--- config.mk ---
export PLATFORM = sky130hd
export DESIGN_NAME = move_segment_queue_flat
export DESIGN_NICKNAME = d
export VERILOG_FILES = /design/src/rtl/move_segment_queue_if.sv /design/src/rtl/move_segment_queue.sv /design/src/flat_wrapper.sv
export SDC_FILE = /design/constraint.sdc
export NUM_CORES = 1
export LEC_CHECK = 0
export CORE_MARGIN = 2
export CORE_UTILIZATION = 61
export CTS_CLUSTER_DIAMETER = 120
export DETAILED_ROUTE_END_ITERATION = 16
export DONT_BUFFER_PORTS = 1
export PLACE_DENSITY = 0.84
export SKIP_CTS_REPAIR_TIMING = 1
export SYNTH_ARGS = -nofsm -noshare
export SYNTH_HDL_FRONTEND = slang
export SYNTH_SLANG_ARGS = --single-unit
--- constraint.sdc ---
create_clock -name wb_clk_i -period 21.6 [get_ports wb_clk_i]
set_input_delay 4.32 -clock wb_clk_i [delete_from_list [all_inputs] [get_ports wb_clk_i]]
set_output_delay 4.32 -clock wb_clk_i [all_outputs]
set_load 0.005 [all_outputs]
--- src/rtl/move_segment_queue_if.sv ---
// Segment handshake between the command queue and the DDA step executor.
// master: queue side (drives head segment); slave: DDA side (drives ready).
interface move_segment_queue_if;
    logic        seg_valid;
    logic        seg_ready;
    logic        seg_dir;
    logic [63:0] seg_duration;
    logic [63:0] seg_increment;
    logic [63:0] seg_incinc;

    modport master (
        output seg_valid,
        output seg_dir,
        output seg_duration,
        output seg_increment,
        output seg_incinc,
        input  seg_ready
    );

    modport slave (
        input  seg_valid,
        input  seg_dir,
        input  seg_duration,
        input  seg_increment,
        input  seg_incinc,
        output seg_ready
    );
endinterface

--- src/rtl/move_segment_queue.sv ---
// Assembles 4-word step commands from SPI words and queues segments for the DDA.
// Ports: wb_clk_i/wb_rst_i, word_valid/word_data/encoder_count/flush in,
// reply_data out, seg (segment handshake), count/buffer_dtr/overflow out.
module move_segment_queue #(
    parameter int          DEPTH_BITS = 2,
    parameter logic [7:0]  CMD_STEP   = 8'h01
) (
    input  logic                  wb_clk_i,
    input  logic                  wb_rst_i,
    input  logic                  word_valid,
    input  logic [63:0]           word_data,
    input  logic [63:0]           encoder_count,
    input  logic                  flush,
    output logic [63:0]           reply_data,
    move_segment_queue_if.master  seg,
    output logic [DEPTH_BITS:0]   count,
    output logic                  buffer_dtr,
    output logic                  overflow
);

    localparam int DEPTH = 1 << DEPTH_BITS;
    localparam logic [DEPTH_BITS:0] DEPTH_C = (DEPTH_BITS+1)'(DEPTH);
    localparam logic [DEPTH_BITS:0] CNT_ONE = (DEPTH_BITS+1)'(1);
    localparam logic [DEPTH_BITS-1:0] PTR_ONE = DEPTH_BITS'(1);

    localparam logic [1:0] S_HDR = 2'd0;
    localparam logic [1:0] S_DUR = 2'd1;
    localparam logic [1:0] S_INC = 2'd2;
    localparam logic [1:0] S_IIN = 2'd3;

    logic [1:0]            state_q, state_d;
    logic                  dir_q, dir_d;
    logic [63:0]           dur_q, dur_d;
    logic [63:0]           inc_q, inc_d;
    logic [63:0]           enc_q, enc_d;
    logic [63:0]           reply_q, reply_d;
    logic                  ovf_q, ovf_d;
    logic [DEPTH_BITS-1:0] wr_q, wr_d;
    logic [DEPTH_BITS-1:0] rd_q, rd_d;
    logic [DEPTH_BITS:0]   count_q, count_d;

    logic                  push;
    logic                  pop;
    logic                  full;

    // {dir, duration, increment, incinc}
    logic [192:0]          mem [DEPTH];
    logic [192:0]          head;

    // Full check uses the pre-pop count: a same-cycle pop never frees a slot.
    assign full = (count_q == DEPTH_C);

    always_comb begin
        state_d = state_q;
        dir_d   = dir_q;
        dur_d   = dur_q;
        inc_d   = inc_q;
        enc_d   = enc_q;
        reply_d = reply_q;
        ovf_d   = ovf_q;
        wr_d    = wr_q;
        rd_d    = rd_q;
        count_d = count_q;
        push    = 1'b0;
        pop     = 1'b0;

        if (word_valid) begin
            reply_d = '0;
            unique case (1'b1)
                state_q == S_HDR: begin
                    if (word_data[63:56] == CMD_STEP) begin
                        dir_d   = word_data[0];
                        enc_d   = encoder_count;
                        state_d = S_DUR;
                    end
                end
                state_q == S_DUR: begin
                    dur_d   = word_data;
                    state_d = S_INC;
                end
                state_q == S_INC: begin
                    inc_d   = word_data;
                    reply_d = enc_q;
                    state_d = S_IIN;
                end
                default: begin
                    state_d = S_HDR;
                    if (full) begin
                        ovf_d = 1'b1;
                    end else begin
                        push = 1'b1;
                    end
                end
            endcase
        end

        pop = (count_q != '0) && seg.seg_ready;

        if (flush) begin
            push    = 1'b0;
            pop     = 1'b0;
            state_d = S_HDR;
            reply_d = '0;
            ovf_d   = 1'b0;
            wr_d    = '0;
            rd_d    = '0;
            count_d = '0;
        end else begin
            if (push) begin
                wr_d = wr_q + PTR_ONE;
            end
            if (pop) begin
                rd_d = rd_q + PTR_ONE;
            end
            unique case ({push, pop})
                2'b10:   count_d = count_q + CNT_ONE;
                2'b01:   count_d = count_q - CNT_ONE;
                default: count_d = count_q;
            endcase
        end
    end

    always_ff @(posedge wb_clk_i or posedge wb_rst_i) begin
        if (wb_rst_i) begin
            state_q <= S_HDR;
            dir_q   <= 1'b0;
            dur_q   <= '0;
            inc_q   <= '0;
            enc_q   <= '0;
            reply_q <= '0;
            ovf_q   <= 1'b0;
            wr_q    <= '0;
            rd_q    <= '0;
            count_q <= '0;
        end else begin
            state_q <= state_d;
            dir_q   <= dir_d;
            dur_q   <= dur_d;
            inc_q   <= inc_d;
            enc_q   <= enc_d;
            reply_q <= reply_d;
            ovf_q   <= ovf_d;
            wr_q    <= wr_d;
            rd_q    <= rd_d;
            count_q <= count_d;
        end
    end

    // Storage is never reset or cleared; validity is carried by count.
    always_ff @(posedge wb_clk_i) begin
        if (push) begin
            mem[wr_q] <= {dir_q, dur_q, inc_q, word_data};
        end
    end

    assign head              = mem[rd_q];
    assign seg.seg_valid     = (count_q != '0);
    assign seg.seg_dir       = head[192];
    assign seg.seg_duration  = head[191:128];
    assign seg.seg_increment = head[127:64];
    assign seg.seg_incinc    = head[63:0];

    assign reply_data = reply_q;
    assign count      = count_q;
    assign buffer_dtr = (count_q < DEPTH_C);
    assign overflow   = ovf_q;

endmodule

--- src/flat_wrapper.sv ---
// flat-port wrapper written by rule: the top's interface ports become plain ports
module move_segment_queue_flat 
#(
    parameter int          DEPTH_BITS = 2,
    parameter logic [7:0]  CMD_STEP   = 8'h01
)
  (wb_clk_i, wb_rst_i, word_valid, word_data, encoder_count, flush, reply_data, count, buffer_dtr, overflow, seg_seg_valid, seg_seg_dir, seg_seg_duration, seg_seg_increment, seg_seg_incinc, seg_seg_ready);
  move_segment_queue_if seg_i ();
  input  logic wb_clk_i;
  input  logic wb_rst_i;
  input  logic word_valid;
  input  logic [63:0] word_data;
  input  logic [63:0] encoder_count;
  input  logic flush;
  output logic [63:0] reply_data;
  output logic [DEPTH_BITS:0] count;
  output logic buffer_dtr;
  output logic overflow;
  output wire logic [$bits(seg_i.seg_valid)-1:0] seg_seg_valid;
  output wire logic [$bits(seg_i.seg_dir)-1:0] seg_seg_dir;
  output wire logic [$bits(seg_i.seg_duration)-1:0] seg_seg_duration;
  output wire logic [$bits(seg_i.seg_increment)-1:0] seg_seg_increment;
  output wire logic [$bits(seg_i.seg_incinc)-1:0] seg_seg_incinc;
  input wire logic [$bits(seg_i.seg_ready)-1:0] seg_seg_ready;
  assign seg_seg_valid = seg_i.seg_valid;
  assign seg_seg_dir = seg_i.seg_dir;
  assign seg_seg_duration = seg_i.seg_duration;
  assign seg_seg_increment = seg_i.seg_increment;
  assign seg_seg_incinc = seg_i.seg_incinc;
  assign seg_i.seg_ready = seg_seg_ready;
  move_segment_queue #(.DEPTH_BITS(DEPTH_BITS), .CMD_STEP(CMD_STEP)) u_core (.wb_clk_i(wb_clk_i), .wb_rst_i(wb_rst_i), .word_valid(word_valid), .word_data(word_data), .encoder_count(encoder_count), .flush(flush), .reply_data(reply_data), .seg(seg_i), .count(count), .buffer_dtr(buffer_dtr), .overflow(overflow));
endmodule
==> results.md <==
* Run status: finished clean
* CTS max path bufs at 3
* IO Pins at around 400
* Largest delay contributor family on the critical path: buffers and inverters
* Hpwl dp at 41.89 mm
* CP peak stage delay at just over 0.8 ns
* Gpl congestion at 0.7730
* DP Worst Slack at about 14 ns
* CTS tree: yes
* Max transition margin at under 10%
* Syn avg cell area at approximately 23 um^2
* Site Rows at 91
* CP dominant cell by count: buf_4
* Fmax at approximately 0.13 GHz
* Inserted Clock Buffers at 97
* Register share of total power at between 50% and 60%
* Worst Path Class, Setup: reg2out
* Post-synthesis instance area at between 30000 and 40000 um^2
* Sw Pwr at roughly 0.81 mW
* RSZ-0062 raised after global routing: no
* Core box area at between 60000 and 70000 um^2
* Clock tree sinks at roughly 1000
* Worst Path Arrival at between 3 and 4 ns
* Inserted Diodes at 0
* Die area at 64540 um^2
* Via/cell ratio at between 6 and 7
* Sequential area share after synthesis at 78.30%
* Worst EP required at 17.28 ns
* Via count at 16610
* Cells after Synth at 1638
* Pleak at about 15 nW
* Top cells by area, synth: edfxtp_1, dfrtp_1, mux4_2, mux2_2, mux2_4
* Clock Skews at roughly 0.048 ns
* CP endpoint kind: output port
* Worst skew pair latency at roughly 0.66 ns
* Post-Route WL at 78.50 mm
* Synth top area share at between 60% and 70%
* Internal Power at about 3.2 mW
* Slew Limit Fails at 0
* Max-Cap Viols at 0
* Initial antenna violation count at 0
* Post-route ant nets at 0
* Port bufs at 0
* Clock Power Share at about 43%
* Largest net degree at the start of global routing at 153
* Fin Setup TNS at 0 ns
* Final worst path period need at between 7 and 8 ns
* Mapped Nets at ~1800
* Clk slew on worst S/H paths at ~0.060 ns
* Combinational Power Share at ~1.6%
* Area leader, netlist: edfxtp_1
* WP buf/inv at 2
* Share of cells above drive strength 1 at between 30 and 40%
* Post-synth EDFFs at just under 800
* Gr usage total at between 20% and 30%
* Die H at around 250 um
* CP Launch Type: register
* Vias in the first global route at 17700
* Slowest-stage cell, CP: dfrtp_4
* CTS H-tree lvls at 3
* Most frequent cells in the layout: edfxtp_1, dfrtp_1, mux4_2
* First-pass GRT wire length at 116.2 mm
* Period utilization at between 30% and 40%
* Die span in x at between 200 and 300 um
* Worst vdd ir at 0.0001019 V
* Most common cell after layout, fill and taps aside: edfxtp_1
* Final setup vio count at 0
* CP Cell Sequence: buf_4 -> buf_4 -> mux4_2
* Worst-path maximum fanout at 39
* Final WS setup at approximately 14 ns
* Asr flop ratio synth at between 20% and 30%
* Pre-antenna DRT Iters at 5
* Fin nets at 1818
* Switch share at around 20%
* Fin. Hold Viols at 0
* Yosys cell types at 44
* Worst Tran Pin Value at 1.351 ns
* DRC viols at 0
* CTS root buffer: clkbuf_16
* Total grt overflow at 0
* Mean routed wirelength per cell at about 30 um
* Min-Delay Path Class: reg2reg
* 1st-iter DRT viols at 1479
* Flops & latches, synth at just over 1000
* Pwr dens at between 90 and 100 nW/um^2
* Initial core utilization at approximately three fifths
* Ys flop type: edfxtp_1
* Area Growth Syn to Fin at 10.72%
* Yosys Warn Count at 0
-- kinds of logic (layout without fill, tap and decap cells) --
group                      after synthesis  after routing  synth area share, %
muxes                                  389            389                17.68
and+or+nand+nor                         35             35               0.6234
xor gates and xnor gates                 2              2              0.04594
buffers and inverters                   85            206                1.247
adders and majority gates                9              9               0.3150
DFF                                   1039           1039                78.30
AOI/OAI and AO/OA                       79             79                1.785
-- metal layers --
| layer | track usage (%) | wire (um) |
|---|---|---|
| met2 | 40.73 | 40040 |
| met1 | 31.55 | 28870 |
| met4 | 9.261 | 2573 |
| met5 | 0 | 0 |
| met3 | 7.006 | 7020 |
-- power groups by stage --
| stage | Combinational (mW) | Sequential, mW | Clock, mW |
|---|---|---|---|
| detailed placement | 0.0657 | 2.30 | 0 |
| global route | 0.0727 | 2.27 | 1.82 |
| finish | 0.0661 | 2.27 | 1.73 |
| floorplan | 0.0545 | 2.29 | 0 |
| global placement | 0.0609 | 2.29 | 0 |
| CTS | 0.0682 | 2.26 | 1.75 |
-- final timing paths --
kind | slack, ns | depth (start not counted) | end | start
hold / removal | 0.47 | 1 | u_core.reply_data[56] | u_core.enc_q[56]
min in group asynchronous | 3.63 | 1 | u_core.inc_q[58] | wb_rst_i
setup reg to reg | 18.02 | 6 | u_core.mem[2][62] | u_core.state_q[0]
max in group asynchronous | 16.20 | 2 | u_core.enc_q[0] | wb_rst_i
hold reg to reg | 0.47 | 1 | u_core.reply_data[56] | u_core.enc_q[56]
setup / recovery | 13.67 | 3 | seg_seg_increment[48] | u_core.rd_q[0]
-- flip-flops by register name, indices dropped and copies added (netlist names) --
register / count
u_core.state_q: 2
u_core.count: 3
u_core.overflow: 1
u_core.dir_q: 1
u_core.dur_q: 64
u_core.inc_q: 64
u_core.rd_q: 2
u_core.enc_q: 64
u_core.wr_q: 2
u_core.mem: 772
u_core.reply_data: 64
-- Yosys cell counts, types with 3 or more instances --
cell type,n
dfrtp_1,267
edfxtp_1,772
buf_12,6
nor2b_1,3
mux2_4,51
mux4_2,193
nand2_1,4
clkbuf_1,23
ha_1,8
nor2_1,7
a21oi_1,3
buf_1,11
inv_1,6
buf_4,4
mux2_2,143
a22o_1,64
buf_2,35
nand2b_1,3
and2_1,5
-- area by class of cell --
| cell class | count | area [um^2] |
|---|---|---|
| clock buffers | 134 | 2728 |
| clock inverters | 48 | 525.5 |
| fillers | 3570 | 19490 |
| inverters | 6 | 30.03 |
| multi-input cells | 514 | 7839 |
| flip-flops and latches | 1039 | 29870 |
| well taps | 837 | 1047 |
| repair buffers | 18 | 185.2 |
-- metrics by stage --
stage / instances / total power [mW] / area [um^2] / hold WS (ns) / utilization, %
after detailed placement: 2414 / 2.369 / 38970 / 0.4808 / 63.15
final: 2596 / 4.057 / 42230 / 0.4667 / 68.42
after global placement: 2414 / 2.353 / 38970 / 0.4721 / 63.15
after global routing: 2596 / 4.166 / 42230 / 0.5038 / 68.42
after floorplan: 1638 / 2.340 / 38140 / 0.4622 / -
after CTS: 2596 / 4.086 / 42230 / 0.4776 / 68.42
-- worst reg2reg max path: cells and delay by family (launching register included) --
family	cells	cell delay [ns]
adders and majority gates	1	0.25
buffers and inverters	2	1.31
and+or+nand+nor	3	1.23
DFF	1	0.42
No activity file was read; power rests on OpenSTA's default activity.
